[src/rtl/ro_puf_pkg.sv]
// rtl/ro_puf_pkg.sv - shared types and default constants for the ring-oscillator PUF
//
// Purpose : common definitions used by the race counter, the arbiter and the
//           response collector.
// Contents: race_state_t    - race FSM state encoding (IDLE, RUN, DONE)
//           RO_CNT_W        - default edge counter width
//           RO_THRESH       - default edge count that ends a race
//           RO_TMO_W        - default timeout counter width
//           RO_TIMEOUT      - default number of RUN cycles before abandoning
package ro_puf_pkg;

    localparam int              RO_CNT_W   = 16;
    localparam logic [15:0]     RO_THRESH  = 16'd1000;
    localparam int              RO_TMO_W   = 24;
    localparam logic [23:0]     RO_TIMEOUT = 24'hFF_FFFF;

    typedef enum logic [1:0] {
        ST_IDLE = 2'd0,
        ST_RUN  = 2'd1,
        ST_DONE = 2'd2
    } race_state_t;

endpackage

[src/rtl/ro_edge_sync.sv]
// rtl/ro_edge_sync.sv - two-flop synchroniser with registered rising-edge pulse
//
// Purpose: brings an asynchronous oscillator output into the clk domain and
//          emits a one-cycle pulse for each rising edge seen.
// Ports  : clk    - sampling clock
//          rst_n  - synchronous active-low reset
//          din    - asynchronous input
//          pulse  - registered one-cycle pulse per synchronised rising edge
module ro_edge_sync (
    input  logic clk,
    input  logic rst_n,
    input  logic din,
    output logic pulse
);

    logic meta;
    logic sync;
    logic prev;

    // meta/sync form the synchroniser; prev holds the previous synchronised
    // level so a rising edge is sync & ~prev. The pulse itself is registered
    // so the downstream counter sees a clean flop output.
    always_ff @(posedge clk) begin
        if (!rst_n) begin
            meta  <= 1'b0;
            sync  <= 1'b0;
            prev  <= 1'b0;
            pulse <= 1'b0;
        end else begin
            meta  <= din;
            sync  <= meta;
            prev  <= sync;
            pulse <= sync & ~prev;
        end
    end

endmodule

[src/rtl/ro_race_counter.sv]
// rtl/ro_race_counter.sv - ring-oscillator race stage: edge counters, FSM, flags
//
// Purpose: counts rising edges of two free-running oscillators after a start
//          request; the first to reach THRESH raises its finished level.
// Ports  : clk, rst_n          - clock, synchronous active-low reset
//          start               - one-cycle race request (IDLE/DONE only)
//          ro1, ro2            - asynchronous oscillator outputs
//          finished1/2         - oscillator reached THRESH (held until restart)
//          tie                 - both reached THRESH in the same cycle
//          timeout             - TIMEOUT expired with no finish
//          busy                - race in progress
//          count1/2            - current edge counts
module ro_race_counter
    import ro_puf_pkg::*;
#(
    parameter int               CNT_W   = RO_CNT_W,
    parameter logic [CNT_W-1:0] THRESH  = CNT_W'(RO_THRESH),
    parameter int               TMO_W   = RO_TMO_W,
    parameter logic [TMO_W-1:0] TIMEOUT = TMO_W'(RO_TIMEOUT)
) (
    input  logic             clk,
    input  logic             rst_n,
    input  logic             start,
    input  logic             ro1,
    input  logic             ro2,
    output logic             finished1,
    output logic             finished2,
    output logic             tie,
    output logic             timeout,
    output logic             busy,
    output logic [CNT_W-1:0] count1,
    output logic [CNT_W-1:0] count2
);

    localparam logic [CNT_W-1:0] THRESH_M1 = THRESH - CNT_W'(1);
    localparam logic [TMO_W-1:0] TMO_LAST  = TIMEOUT - TMO_W'(1);

    race_state_t      state;
    logic [TMO_W-1:0] tmo_cnt;
    logic             edge1;
    logic             edge2;
    logic             hit1;
    logic             hit2;
    logic             sat1;
    logic             sat2;

    ro_edge_sync u_sync1 (
        .clk   (clk),
        .rst_n (rst_n),
        .din   (ro1),
        .pulse (edge1)
    );

    ro_edge_sync u_sync2 (
        .clk   (clk),
        .rst_n (rst_n),
        .din   (ro2),
        .pulse (edge2)
    );

    // A counter below THRESH reaches it on this cycle's increment exactly
    // when it currently holds THRESH-1 and an edge arrives.
    always_comb begin
        sat1 = (count1 == THRESH);
        sat2 = (count2 == THRESH);
        hit1 = edge1 && (count1 == THRESH_M1);
        hit2 = edge2 && (count2 == THRESH_M1);
    end

    always_ff @(posedge clk) begin
        if (!rst_n) begin
            state     <= ST_IDLE;
            finished1 <= 1'b0;
            finished2 <= 1'b0;
            tie       <= 1'b0;
            timeout   <= 1'b0;
            busy      <= 1'b0;
            count1    <= '0;
            count2    <= '0;
            tmo_cnt   <= '0;
        end else begin
            case (state)
                ST_IDLE, ST_DONE: begin
                    // DONE freezes everything; start behaves as from IDLE.
                    if (start) begin
                        state     <= ST_RUN;
                        finished1 <= 1'b0;
                        finished2 <= 1'b0;
                        tie       <= 1'b0;
                        timeout   <= 1'b0;
                        busy      <= 1'b1;
                        count1    <= '0;
                        count2    <= '0;
                        tmo_cnt   <= '0;
                    end
                end

                ST_RUN: begin
                    // start is deliberately not looked at here.
                    if (edge1 && !sat1) begin
                        count1 <= count1 + CNT_W'(1);
                    end
                    if (edge2 && !sat2) begin
                        count2 <= count2 + CNT_W'(1);
                    end
                    tmo_cnt <= tmo_cnt + TMO_W'(1);

                    // A finish takes precedence over a coincident timeout.
                    if (hit1 || hit2) begin
                        finished1 <= hit1;
                        finished2 <= hit2;
                        tie       <= hit1 && hit2;
                        busy      <= 1'b0;
                        state     <= ST_DONE;
                    end else if (tmo_cnt == TMO_LAST) begin
                        timeout   <= 1'b1;
                        busy      <= 1'b0;
                        state     <= ST_DONE;
                    end
                end

                default: begin
                    state <= ST_IDLE;
                    busy  <= 1'b0;
                end
            endcase
        end
    end

endmodule
[config.mk]
export PLATFORM = sky130hd
export DESIGN_NAME = ro_race_counter
export DESIGN_NICKNAME = d
export VERILOG_FILES = /design/src/rtl/ro_puf_pkg.sv /design/src/rtl/ro_edge_sync.sv /design/src/rtl/ro_race_counter.sv
export SDC_FILE = /design/constraint.sdc
export NUM_CORES = 1
export LEC_CHECK = 0
export ABC_CLOCK_PERIOD_IN_PS = 2550
export CORE_MARGIN = 3
export CORE_UTILIZATION = 40
export CTS_CLUSTER_SIZE = 24
export DETAILED_ROUTE_END_ITERATION = 16
export PLACE_DENSITY = 0.69
export SYNTH_ARGS = -nofsm -noshare
export SYNTH_HDL_FRONTEND = slang
export SYNTH_SLANG_ARGS = --single-unit
[constraint.sdc]
create_clock -name clk -period 2.55 [get_ports clk]
set_clock_uncertainty 0.1 [all_clocks]
set_input_delay 0.51 -clock clk [delete_from_list [all_inputs] [get_ports clk]]
set_output_delay 0.51 -clock clk [all_outputs]
set_load 0.01 [all_outputs]
After elaboration in Yosys (flattened, before gate mapping):

Index checks and enable logic that the tools add are counted.
W data, S select, Z words.

* bits of input ports: 5
* logic and storage cells: 80
* register bits after elaboration: 71
* output and inout bits: 37

* equality and inequality tests: 14
* reduce and logical (&&, ||, !) cells: 17
* bitwise gates (word level): 4
* muxes and demuxes: 25
* $add $sub $neg: 3

Operators with widths (count)
* $eq A16 B10 Y1 const B: 4
* $pmux W16 S2: 2
* $mux W16: 3
* $pmux W24 S2: 1
* $add A16 B1 Y16 const B: 2
* $add A24 B1 Y24 const B: 1
* $eq A24 B24 Y1 const B: 1
* $mux W24: 1
* $ne A2 B2 Y1 const B: 6
* $pmux W1 S2: 5
* $mux W1: 9
* $reduce_and A3 Y1: 3
* $mux W2: 3
* $logic_and A1 B1 Y1: 5
* $pmux W2 S2: 1
* $reduce_and A2 Y1: 2
* $reduce_and A4 Y1: 1
* $ne A3 B3 Y1 const B: 1
* $and A1 B1 Y1: 2
* $eq A2 B1 Y1 const B: 1
* $eq A2 B2 Y1 const B: 1
* $logic_not A1 Y1: 2
* $logic_not A2 Y1: 1
* $not A1 Y1: 2
* other kinds (3): 3

Depth between registers and ports, before layout:

Gate-level depths: netlist of run 1.

* word-level depth: 5
* gate-level depth with buffers: 7

Cells and area by module:

A second synthesis of run 1 with hierarchy kept.

* cell total of the unflattened synthesis: 376
* area total of the unflattened synthesis: 3270.6 um2

Modules (own cells, without submodules)
* ro_race_counter: cells each 360, instances 1, area an instance 3047.9 um2
* ro_edge_sync: cells each 8, instances 2, area an instance 111.4 um2

Worst setup path after synthesis of run 1:

No wires, ideal clock.

* path kind: register -> register
* start: register tmo_cnt[5]
* end: register busy
* stages on the path, launching flop included: 5
* clock period less this slack: 2.135 ns
* buffers on the path: 0
* path slack: 0.415 ns
* data required time: 2.334 ns
* arrival: 1.918 ns
* cell sequence: dfxtp_1 > nand4_4 > or4_4 > or4_4 > a31o_2

* cells in the longest elaborated chain, start to end: 3

RTL lines
* from (decl): RTL line ro_race_counter.sv:39 `logic [TMO_W-1:0] tmo_cnt;`
* from (signal assigned): RTL line ro_race_counter.sv:106 `tmo_cnt <= tmo_cnt + TMO_W'(1);`
* $eq A24 B24 Y1: RTL line ro_race_counter.sv:115 `end else if (tmo_cnt == TMO_LAST) begin`
* $ne A3 B3 Y1 (no line)
* $reduce_and A2 Y1 (no line)
* to (signal assigned): RTL line ro_race_counter.sv:113 `busy <= 1'b0;`
* to (signal assigned): RTL line ro_race_counter.sv:117 `busy <= 1'b0;`
* to (signal assigned): RTL line ro_race_counter.sv:124 `busy <= 1'b0;`
* to (decl): RTL line ro_race_counter.sv:30 `output logic busy,`

Every way passes these cells.
A chain may end at the register's enable or synchronous reset.

Final worst setup path of run 1:

* start: register tmo_cnt[4]
* end: register busy

The elaborated chain is that of the path after synthesis.

==> results of run 1 <==
-- metrics by stage --
stage,hold WS [ns],power [uW],instances
CTS,0.282,2250,532
global placement,0.271,1250,516
detailed placement,0.272,1250,516
global route,0.301,2310,532
floorplan,0.267,1210,375
finish,0.281,2230,532
-- per-layer routing --
layer | vias up | track usage, %
met5 | - | 0
met4 | 0 | 6.48
met3 | 8 | 3.53
met2 | 50 | 25.2
met1 | 1342 | 20.6
li1 | 1446 | -
-- kinds of logic (layout without fill, tap and decap cells) --
group | Yosys count | in the layout | synth area share, %
AOI/OAI and AO/OA | 54 | 54 | 11.6
xor gates and xnor gates | 25 | 25 | 6.63
adders and majority gates | 6 | 6 | 2.27
buffers and inverters | 23 | 78 | 2.95
DFF | 71 | 71 | 43.0
muxes | 7 | 7 | 2.16
and+or+nand+nor | 189 | 189 | 31.4
-- registers in the layout, summed over array words and instances, names as in the netlist, 2 cells and up --
name / count
count1: 16
count2: 16
state: 2
tmo_cnt: 24
-- area by class of cell --
type | count | area, sq um | area share, %
clock buffers | 10 | 138 | 3.37
clock inverters | 6 | 83.8 | 2.05
inverters | 10 | 37.5 | 0.919
multi-input cells | 281 | 1790 | 43.7
flip-flops and latches | 71 | 1420 | 34.8
well taps | 102 | 128 | 3.12
repair buffers | 52 | 493 | 12.1
-- layout by cell type (no fill, tap or decap), drive strengths merged, types with 11 or more instances in the layout --
cell,Yosys,layout
and2,20,20
buf,1,11
clkdlybuf4s50,0,41
dfxtp,71,71
nand2,44,44
nand3,18,18
nand4,13,13
nor2,32,32
o21ai,11,11
xor2,16,16
-- final timing paths --
path	startpoint	endpoint	slack [ns]	depth (start not counted)
hold reg to reg	u_sync2.prev$_SDFF_PN0_	u_sync2.pulse$_SDFF_PN0_	0.28	1
setup / recovery	tmo_cnt[4]$_SDFFE_PN0P_	busy$_SDFFE_PN0P_	0.29	4
hold / removal	u_sync2.prev$_SDFF_PN0_	u_sync2.pulse$_SDFF_PN0_	0.28	1
setup reg to reg	tmo_cnt[4]$_SDFFE_PN0P_	busy$_SDFFE_PN0P_	0.29	4
-- worst max-delay path, stage by stage (launching register included) --
cell	delay [ns]
dfxtp_1	0.44
nand4_4	0.20
or4_4	0.60
or4_4	0.57
a31o_2	0.24
-- power by group --
| group | switching [uW] | internal (uW) | leakage (uW) |
|---|---|---|---|
| clock | 429 | 574 | 0.000116 |
| sequential | 10.9 | 1120 | 0.000574 |
| combinational | 63.6 | 35.1 | 0.000757 |
| total | 503 | 1730 | 0.00145 |
==> out/results.ini, run 1 <==
[pwr]
powerDensity_mw_per_mm2=546
ir_drop_uv=258
power.leakage_uw=0.00145

[run_status]
status=finished, final reports clean

[yosys]
synth-seq-cells=71
synth_most_common_cell=dfxtp_1
synth_area_leaders=dfxtp_1 (43%), nand2_1 (5.0%), xor2_1 (4.2%)
mappedNetlistNets=386
netlist_top_cells_count=dfxtp_1 (71), nand2_1 (44), nor2_1 (32)
ys_types=54
yosys.area.top_type=dfxtp_1
synth_warnings=0
postSynth.asyncResetShare_pct=0
avgSynthCellArea_sq_um=8.81
synth_edf_count=0
synth_seq_area_share_pct=43.0
synthCells=375
synth_area_sq_mm=0.00330
synth_top_area_share_pct=43.0
synth-main-ff-cell=dfxtp_1

[placed_design]
io_buffers=41
gp_congestion=0.812
place_ws_ns=0.317
place_area_sq_mm=0.00386
dp_hpwl_um=5030

[final_layout]
drive_gt1_share_pct=9.30
fin_nets=436
fin_util_pct=51.8
area_delta_synth_final_pct=23.7
fillers=735
design_area_sq_mm=0.00409
antenna_cells=0

[sta]
max_slew_margin_pct=67.4
setup_viol=0
rsz0062_at_grt=no
final_hold_viol_count=0
drv_slew=0
period_minus_slack_ns=2.26
worst_slack_ns=0.292
min_period_over_period_pct=88.6
fmax_mhz=443
finalSetupTns_ns=0
worst_slew_pin_slew_ns=0.486

[detailed_routing]
ant_nets=0
post_drt_wl_per_cell_um=13.5
met3_wirelength_um=258
drtPass1Iterations=4
drt-met1-wl_um=3490
drt-initial-drc-count=117
viasPerCell=5.35
dr.max_layer_used=met4
vias=2846
drc=0
wl_um=7160
routed-wl-met2_um=3320

[floorplanning]
ios=42
num_rows=32
initial_core_util_pct=41.9
die_w_um=96.9
dieArea_sq_mm=0.00939
die_height_um=96.9
core_sq_mm=0.00789

[global_routing]
grt.total_usage_pct=15.8
grt_first_pass_wirelength_um=12500
antenna_found_initial=0
grt_pass1_vias=2711
grt_max_degree=34
grt_overflow=0

[critical_path]
start_kind=flip-flop
path_class=reg -> reg
required_ns=2.69
crit_path_end_kind=flip-flop
worstPathArrival_ns=2.40
path_max_fanout=10

[clock_network]
cts_tree=done
cts_buffer_depth=2
clockRootBuffer=clkbuf_8
holdBufCountCts=0
cts_buffers=9
clock_latency_ns=0.35
clkSinkCount=71
path_clk_slew_ns=0.07
cts_post_setup_buffers_inserted=0
cts-resized-gates=0
h-tree-depth=3

[worst_hold_path]
worstHoldPathType=reg -> reg

[job]
cap_viol_max_count=0

(Power assumes the default switching activity.)
==> inputs of run 2 (changes only) <==
--- a/config.mk
+++ b/config.mk
@@ -5,12 +5,14 @@
 export SDC_FILE = /design/constraint.sdc
 export NUM_CORES = 1
 export LEC_CHECK = 0
-export ABC_CLOCK_PERIOD_IN_PS = 2550
+export ABC_CLOCK_PERIOD_IN_PS = 2100
 export CORE_MARGIN = 3
 export CORE_UTILIZATION = 40
+export CTS_CLUSTER_DIAMETER = 60
 export CTS_CLUSTER_SIZE = 24
 export DETAILED_ROUTE_END_ITERATION = 16
 export PLACE_DENSITY = 0.69
 export SYNTH_ARGS = -nofsm -noshare
 export SYNTH_HDL_FRONTEND = slang
 export SYNTH_SLANG_ARGS = --single-unit
+export TNS_END_PERCENT = 5
==> constraint.sdc (replaced) <==
create_clock -name clk -period 2.1 [get_ports clk]
set_clock_uncertainty 0.1 [all_clocks]
set_input_delay 0.42 -clock clk [delete_from_list [all_inputs] [get_ports clk]]
set_output_delay 0.42 -clock clk [all_outputs]
set_load 0.01 [all_outputs]
==> run 2 against run 1 <==
The flow now finishes with violations (negative setup slack). Clock power up 10%. Die area unchanged. Design area is 5.8% higher. Fmax is 7.1% higher. Worst hold slack improved by 0.0058 ns.
==> out/results.ini, run 2 (synthesis results as in run 1) <==
[critical_path]
critical-path-top-delay-family=simple AND/OR/NAND/NOR gates
cpMaxStageDelayCell=or4_4
path_cells=or4_4 > or4_4 > o31ai_4 > and3_1 > o21a_1
timing.rr.end=count1[0]$_SDFFE_PN0P_
crit_path_end_kind=flip-flop
worstPathArrival_ns=2.31
r2r_start=count1[15]$_SDFFE_PN0P_
max_stage_delay_ns=0.54
ff2ff_path_depth=5
crit_top_cell=or4_4
path_max_fanout=4
path_buf_inv=0
reg2reg_slack_ns=-0.009
required_ns=2.30
start_kind=flip-flop
path_class=reg -> reg

[detailed_routing]
wl_um=7710
viasPerCell=5.31
drtPass1Iterations=4
vias=2968
post_drt_wl_per_cell_um=13.8
ant_nets=0
drt-initial-drc-count=165
drc=0

[floorplanning]
core_sq_mm=0.00789
initial_core_util_pct=41.9
num_rows=32
dieArea_sq_mm=0.00939
die_height_um=96.9
die_w_um=96.9
ios=42

[sta]
period_minus_slack_ns=2.11
worst_slack_ns=-0.00881
min_period_over_period_pct=100
worst_slew_pin_slew_ns=0.505
fmax_mhz=474
final_hold_viol_count=0
rsz0062_at_grt=yes
setup_viol=1
max_slew_margin_pct=66.0
drv_slew=0
whs_ns=0.287

[placed_design]
gp_congestion=0.818
place_area_sq_mm=0.00409
place_ws_ns=-0.0241
io_buffers=41
dp_hpwl_um=5340

[final_layout]
largestRegisters=tmo_cnt (24), count1 (16), count2 (16)
regMostFlops=tmo_cnt
layout_common_cells=dfxtp_1 (67), nand2_1 (44), clkdlybuf4s50_1 (41), buf_4 (36), nor2_1 (32)
fin_util_pct=54.8
antenna_cells=0
final_common_cell=dfxtp_1
fin_nets=463
drive_gt1_share_pct=16.4
area_delta_synth_final_pct=30.9
largest_reg_flops=24
design_area_sq_mm=0.00432

[pwr]
power.leakage_uw=0.00157
ir_drop_uv=399
powerDensity_mw_per_mm2=603

[worst_hold_path]
worstHoldPathType=reg -> reg
hold_path_depth=1
hold_end=u_sync2.pulse$_SDFF_PN0_
min_from=u_sync2.prev$_SDFF_PN0_

[run_status]
violations=negative setup slack
status=finished with violations

[clock_network]
cts_tree=done
clkSinkCount=71
cts_buffer_depth=2
clockRootBuffer=clkbuf_8
h-tree-depth=3
cts_buffers=9
path_clk_slew_ns=0.08
clock_latency_ns=0.36

[global_routing]
grt_first_pass_wirelength_um=13300
grt_max_degree=36
grt_overflow=0
grt_pass1_vias=2781
antenna_found_initial=0
grt.total_usage_pct=17.1

[job]
cap_viol_max_count=0

## run 2: cell count changes in the layout (fill, tap and decap cells not counted), moves of 2 or more
cell,before,now
dfxtp_1,71,67
buf_4,11,36
clkinvlp_4,0,2
dfxtp_2,0,4
buf_12,0,2
## run 2: what timing repair did
action	CTS	global route
cloned	0	0
setup endpoints to repair	1	15
pin swaps	0	5
gates resized for setup	1	5
hold endpoints to repair	0	0
hold buffers	0	0
buffers inserted	0	1
## run 2: area by class of cell
| class | instances | area [sq um] |
|---|---|---|
| fillers | 710 | 3560 |
| inverters | 10 | 37.5 |
| repair buffers | 79 | 721 |
| well taps | 102 | 128 |
| clock inverters | 7 | 72.6 |
| clock buffers | 9 | 124 |
| multi-input cells | 281 | 1820 |
| flip-flops and latches | 71 | 1430 |
## run 2: through the flow
stage                     total power (uW)  std cells  setup TNS (ns)
final                                 2610        559        -0.00881
after detailed placement              1540        542         -0.0452
after CTS                             2640        558               0
after floorplan                       1470        375        -0.00386
after global routing                  2730        559          -0.116
after global placement                1540        542        -0.00411
## run 2: where the power goes
group	switching [uW]	internal, uW
clock	551	549
combinational	81.8	56.8
sequential	11.9	1360
total	645	1960
## run 2: how the worst max path moves through the flow
stage                                  from                      end  slack, ns  cells after the start
finish              count1[15]$_SDFFE_PN0P_   count1[0]$_SDFFE_PN0P_     -0.009                      5
floorplan           count1[12]$_SDFFE_PN0P_   count1[0]$_SDFFE_PN0P_     -0.004                      5
global route        count1[15]$_SDFFE_PN0P_   count1[0]$_SDFFE_PN0P_      -0.06                      5
global placement    count1[15]$_SDFFE_PN0P_   count1[0]$_SDFFE_PN0P_     -0.004                      5
CTS                 count1[15]$_SDFFE_PN0P_   count1[0]$_SDFFE_PN0P_      0.002                      5
detailed placement                    start  count1[14]$_SDFFE_PN0P_      -0.02                      6
## run 2: layer usage
metal / track usage [%] / vias up / wire length [um]
li1: - / 1508 / -
met1: 21.8 / 1380 / 3550
met2: 27.3 / 67 / 3680
met3: 5.26 / 13 / 378
met4: 5.94 / 0 / 100
met5: 0 / - / 0
==> inputs of run 3 (changes only) <==
--- a/config.mk
+++ b/config.mk
@@ -6,12 +6,13 @@
 export NUM_CORES = 1
 export LEC_CHECK = 0
 export ABC_CLOCK_PERIOD_IN_PS = 2100
-export CORE_MARGIN = 3
+export CORE_MARGIN = 2
 export CORE_UTILIZATION = 40
 export CTS_CLUSTER_DIAMETER = 60
 export CTS_CLUSTER_SIZE = 24
 export DETAILED_ROUTE_END_ITERATION = 16
 export PLACE_DENSITY = 0.69
+export REMOVE_ABC_BUFFERS = 1
 export SYNTH_ARGS = -nofsm -noshare
 export SYNTH_HDL_FRONTEND = slang
 export SYNTH_SLANG_ARGS = --single-unit
==> run 3 against run 2 <==
The flow now finishes without violations. Combinational power barely moved. Final cell count rose by 0.89%. Clock-buffer cell count rose by 1. Fmax rose by 3.1%. Clock power barely moved. Critical endpoint is now busy$_SDFFE_PN0P_. Largest power group unchanged.
==> out/results.ini, run 3 (synthesis results as in run 1) <==
[clock_network]
path_clk_slew_ns=0.08
cts_tree=done
holdBufCountCts=0
clockRootBuffer=clkbuf_8
h-tree-depth=3
cts_buffer_depth=2
clock_latency_ns=0.35
cts_buffers=9
clkSinkCount=71
cts_post_setup_buffers_inserted=0

[global_routing]
grt.total_usage_pct=17.8
antenna_found_initial=0
grt_first_pass_wirelength_um=12800
grt_max_degree=29
grt_overflow=0
grt_pass1_vias=2864

[detailed_routing]
wl_um=7700
routed-wl-met2_um=3680
drc=0
drtPass1Iterations=4
drt-initial-drc-count=105
ant_nets=0
viasPerCell=5.26
met3_wirelength_um=221
post_drt_wl_per_cell_um=13.6
drt-met1-wl_um=3710
vias=2964
dr.max_layer_used=met4

[critical_path]
required_ns=2.24
worstPathArrival_ns=2.18
path_max_fanout=4
crit_path_end_kind=flip-flop
reg2reg_slack_ns=0.06
ff2ff_path_depth=4
start_kind=flip-flop
timing.rr.end=busy$_SDFFE_PN0P_
r2r_start=tmo_cnt[7]$_SDFFE_PN0P_
path_class=reg -> reg

[floorplanning]
core_sq_mm=0.00809
dieArea_sq_mm=0.00900
initial_core_util_pct=40.8
ios=42
die_height_um=94.9
die_w_um=94.9
num_rows=33

[final_layout]
design_area_sq_mm=0.00433
fin_nets=465
final_common_cell=dfxtp_1
finalNonFillerCells=564
regMostFlops=tmo_cnt
drive_gt1_share_pct=16.3
largestRegisters=tmo_cnt (24), count1 (16), count2 (16)
area_delta_synth_final_pct=31.0
fin_util_pct=53.5
antenna_cells=0
layout_common_cells=dfxtp_1 (67), nand2_1 (44), clkdlybuf4s50_1 (41), buf_4 (39), nor2_1 (32)
largest_reg_flops=24

[pwr]
ir_drop_uv=439
power.leakage_uw=0.00158
powerDensity_mw_per_mm2=610

[placed_design]
dpl.cell_count=548
place_area_sq_mm=0.00410
dp_hpwl_um=5440
gp_congestion=0.809
io_buffers=41

[job]
cap_viol_max_count=0

[sta]
max_slew_margin_pct=63.9
min_period_over_period_pct=97.4
setup_viol=0
worst_slew_pin_slew_ns=0.536
final_hold_viol_count=0
period_minus_slack_ns=2.04
finalSetupTns_ns=0
rsz0062_at_grt=yes
drv_slew=0
fmax_mhz=489
whs_ns=0.283

[run_status]
status=finished, final reports clean

[worst_hold_path]
hold_path_depth=1
worstHoldPathType=reg -> reg
min_from=u_sync2.prev$_SDFF_PN0_
hold_end=u_sync2.pulse$_SDFF_PN0_

-- run 3: layout make-up --
class	count	area [sq um]
fill	750	3760
tap	105	131
multi-input combinational	281	1800
inverter	10	37.5
clock inverter	6	67.6
clock buffer	10	138
sequential	71	1430
timing repair buffer	81	723
-- run 3: metal layers --
metal / vias up / GRT usage, %
li1: 1502 / -
met1: 1406 / 23.1
met2: 51 / 29.3
met3: 5 / 3.11
met4: 0 / 7.49
met5: - / 0
-- run 3: worst max-delay path by stage --
stage                                  startpoint                      end
after floorplan           tmo_cnt[5]$_SDFFE_PN0P_        busy$_SDFFE_PN0P_
after global placement                      start  count1[10]$_SDFFE_PN0P_
after detailed placement                    start  count1[10]$_SDFFE_PN0P_
after CTS                 tmo_cnt[7]$_SDFFE_PN0P_        busy$_SDFFE_PN0P_
after global routing       count2[4]$_SDFFE_PN0P_   count2[1]$_SDFFE_PN0P_
final                     tmo_cnt[7]$_SDFFE_PN0P_        busy$_SDFFE_PN0P_
-- run 3: repair_timing --
action / 4_1_cts / 5_1_grt
pin swaps: 2 / 2
endpoints found under the setup margin: 2 / 11
resized for setup: 1 / 7
cloned: 0 / 0
-- run 3: where the power goes --
part / switching (uW) / total (uW) / internal [uW] / leakage [uW]
Sequential: 10.2 / 1370 / 1360 / 0.000576
Clock: 545 / 1130 / 587 / 0.0000993
Combinational: 81.5 / 137 / 55.7 / 0.000907
-- run 3: worst max-delay path, stage by stage, from the launching register on --
cell     delay, ns
dfxtp_2       0.36
nand4_4       0.11
or4_4         0.54
or4_4         0.58
a31o_2        0.24
-- run 3: metrics by stage --
step | setup WS, ns | total power [uW]
after floorplan | -0.0345 | 1460
after global placement | -0.0308 | 1540
after detailed placement | -0.0487 | 1540
after CTS | 0.0144 | 2660
after global routing | -0.00838 | 2740
final | 0.0553 | 2640
==> RTL edit: new RTL, settings of run 3 <==
The 3 states of `race_state_t` get a one-hot encoding in 3 bits.
--- a/src/rtl/ro_puf_pkg.sv
+++ b/src/rtl/ro_puf_pkg.sv
@@ -14,10 +14,10 @@
     localparam int              RO_TMO_W   = 24;
     localparam logic [23:0]     RO_TIMEOUT = 24'hFF_FFFF;
 
-    typedef enum logic [1:0] {
-        ST_IDLE = 2'd0,
-        ST_RUN  = 2'd1,
-        ST_DONE = 2'd2
+    typedef enum logic [2:0] {
+        ST_IDLE = 3'b001,
+        ST_RUN  = 3'b010,
+        ST_DONE = 3'b100
     } race_state_t;
 
 endpackage
Check against the original RTL: same outputs for any inputs over 10 cycles, from zero or initial values and one cycle with rst_n low; not proved beyond that.
==> RTL edit against run 3 <==
The flow now finishes with violations (setup timing). Sequential share of layout area down 1.7 points. Area after synthesis up 6.2%. Cell count up 7.6%. Power down 0.17%. Combinational power up 43%. Clock power down 7%. Routed wire length up 11%. Global-route usage up 0.89 points. Sequential cell count up 1. Final area up 6.8%. Die area up 5.9%. Worst setup slack worse by 0.11 ns. Count of clock-buffer cells in the layout up 2. Non-clock buffer count up 14.
==> RTL edit: results (changes against run 3) <==
total track usage 18.72% (+0.89 points); post-synthesis sequential area ratio 41.07% (-1.9 points); final wirelength 8.550 mm (+11%); R2R Path End count2[2]; Cell variety after synth 56 (+3.7%); Final Non-Filler Cells 607 (+7.6%); M1 GR Usage 23.33% (+0.26 points); Post-Syn Instances 405 (+8.0%); Final Setup Violations 11 (+11); vias in the first global route 3185 (+11%); Crit Reg-Reg Startpoint count2[4]; Inverters excl. clock 8 (-2); largest net degree at the start of global routing 20 (-31%); met1 wire length 3.952 mm (+6.7%); leak pwr 0.001557 µW (-1.6%); routability cong. 0.8303 (+2.7%); M3 GR Usage 3.309% (+0.20 points); outcome finished with violations; Worst Path Max Fanout 14 (+10); Seq cells post-synth 72 (+1.4%); fill count 815 (+8.7%); Non-CTS buffers 95 (+17%); Total Nets Final 505 (+8.6%); fraction of area in registers 31.21% (-1.7 points); layout cell share with drive strength beyond 1 19.84% (+3.5 points); failing checks setup timing; met2 global-route usage 32.52% (+3.3 points); # resized after CTS 2 (+1); Sw Pwr 648.7 µW (+1.9%); Met3 Wirelength 316 µm (+43%); Clock buffer cells 12 (+2); fraction of area in multi-input gates 42.85% (+1.2 points); top cells by count, synth dfxtp_1 (72), nor2_1 (39), nand2_1 (31); Area contributors post-synth dfxtp_1 (41%), nor2_1 (4.2%), xnor2_1 (3.7%); post-route setup slack -0.05857 ns (-0.1139 ns); comb_multi_in 308 (+9.6%); Peak VDD IR 0.2975 mV (-32%)
RTL edit: metrics by stage:
step	hold slack (ns)	instance area [µm²]	total power [µW]	setup WS (ns)
detailed placement	0.2742	4404	1610	-0.2070
global placement	0.2719	4404	1607	-0.1544
finish	0.2862	4622	2634	-0.05857
global route	0.2963	4622	2734	-0.1102
floorplan	0.2674	3428	1497	-0.1906
CTS	0.2890	4607	2659	-0.06429
RTL edit: critical path: stages, from the launching register on:
cell and delay, ns:
dfxtp_2 0.33, or4bb_4 0.54, or4_4 0.56, a21oi_4 0.18, buf_12 0.15, nor2b_1 0.05
o21a_1 0.15
RTL edit: kinds of logic after synthesis:
| family | count (synthesis) | share of synthesized area [%] |
|---|---|---|
| simple gates | 196 | 31.80 |
| compound gates | 81 | 15.15 |
| flops | 72 | 41.07 |
| buf+inv | 25 | 3.173 |
| xor+xnor | 19 | 4.742 |
| mux | 6 | 1.925 |
| fa+ha+maj | 6 | 2.139 |
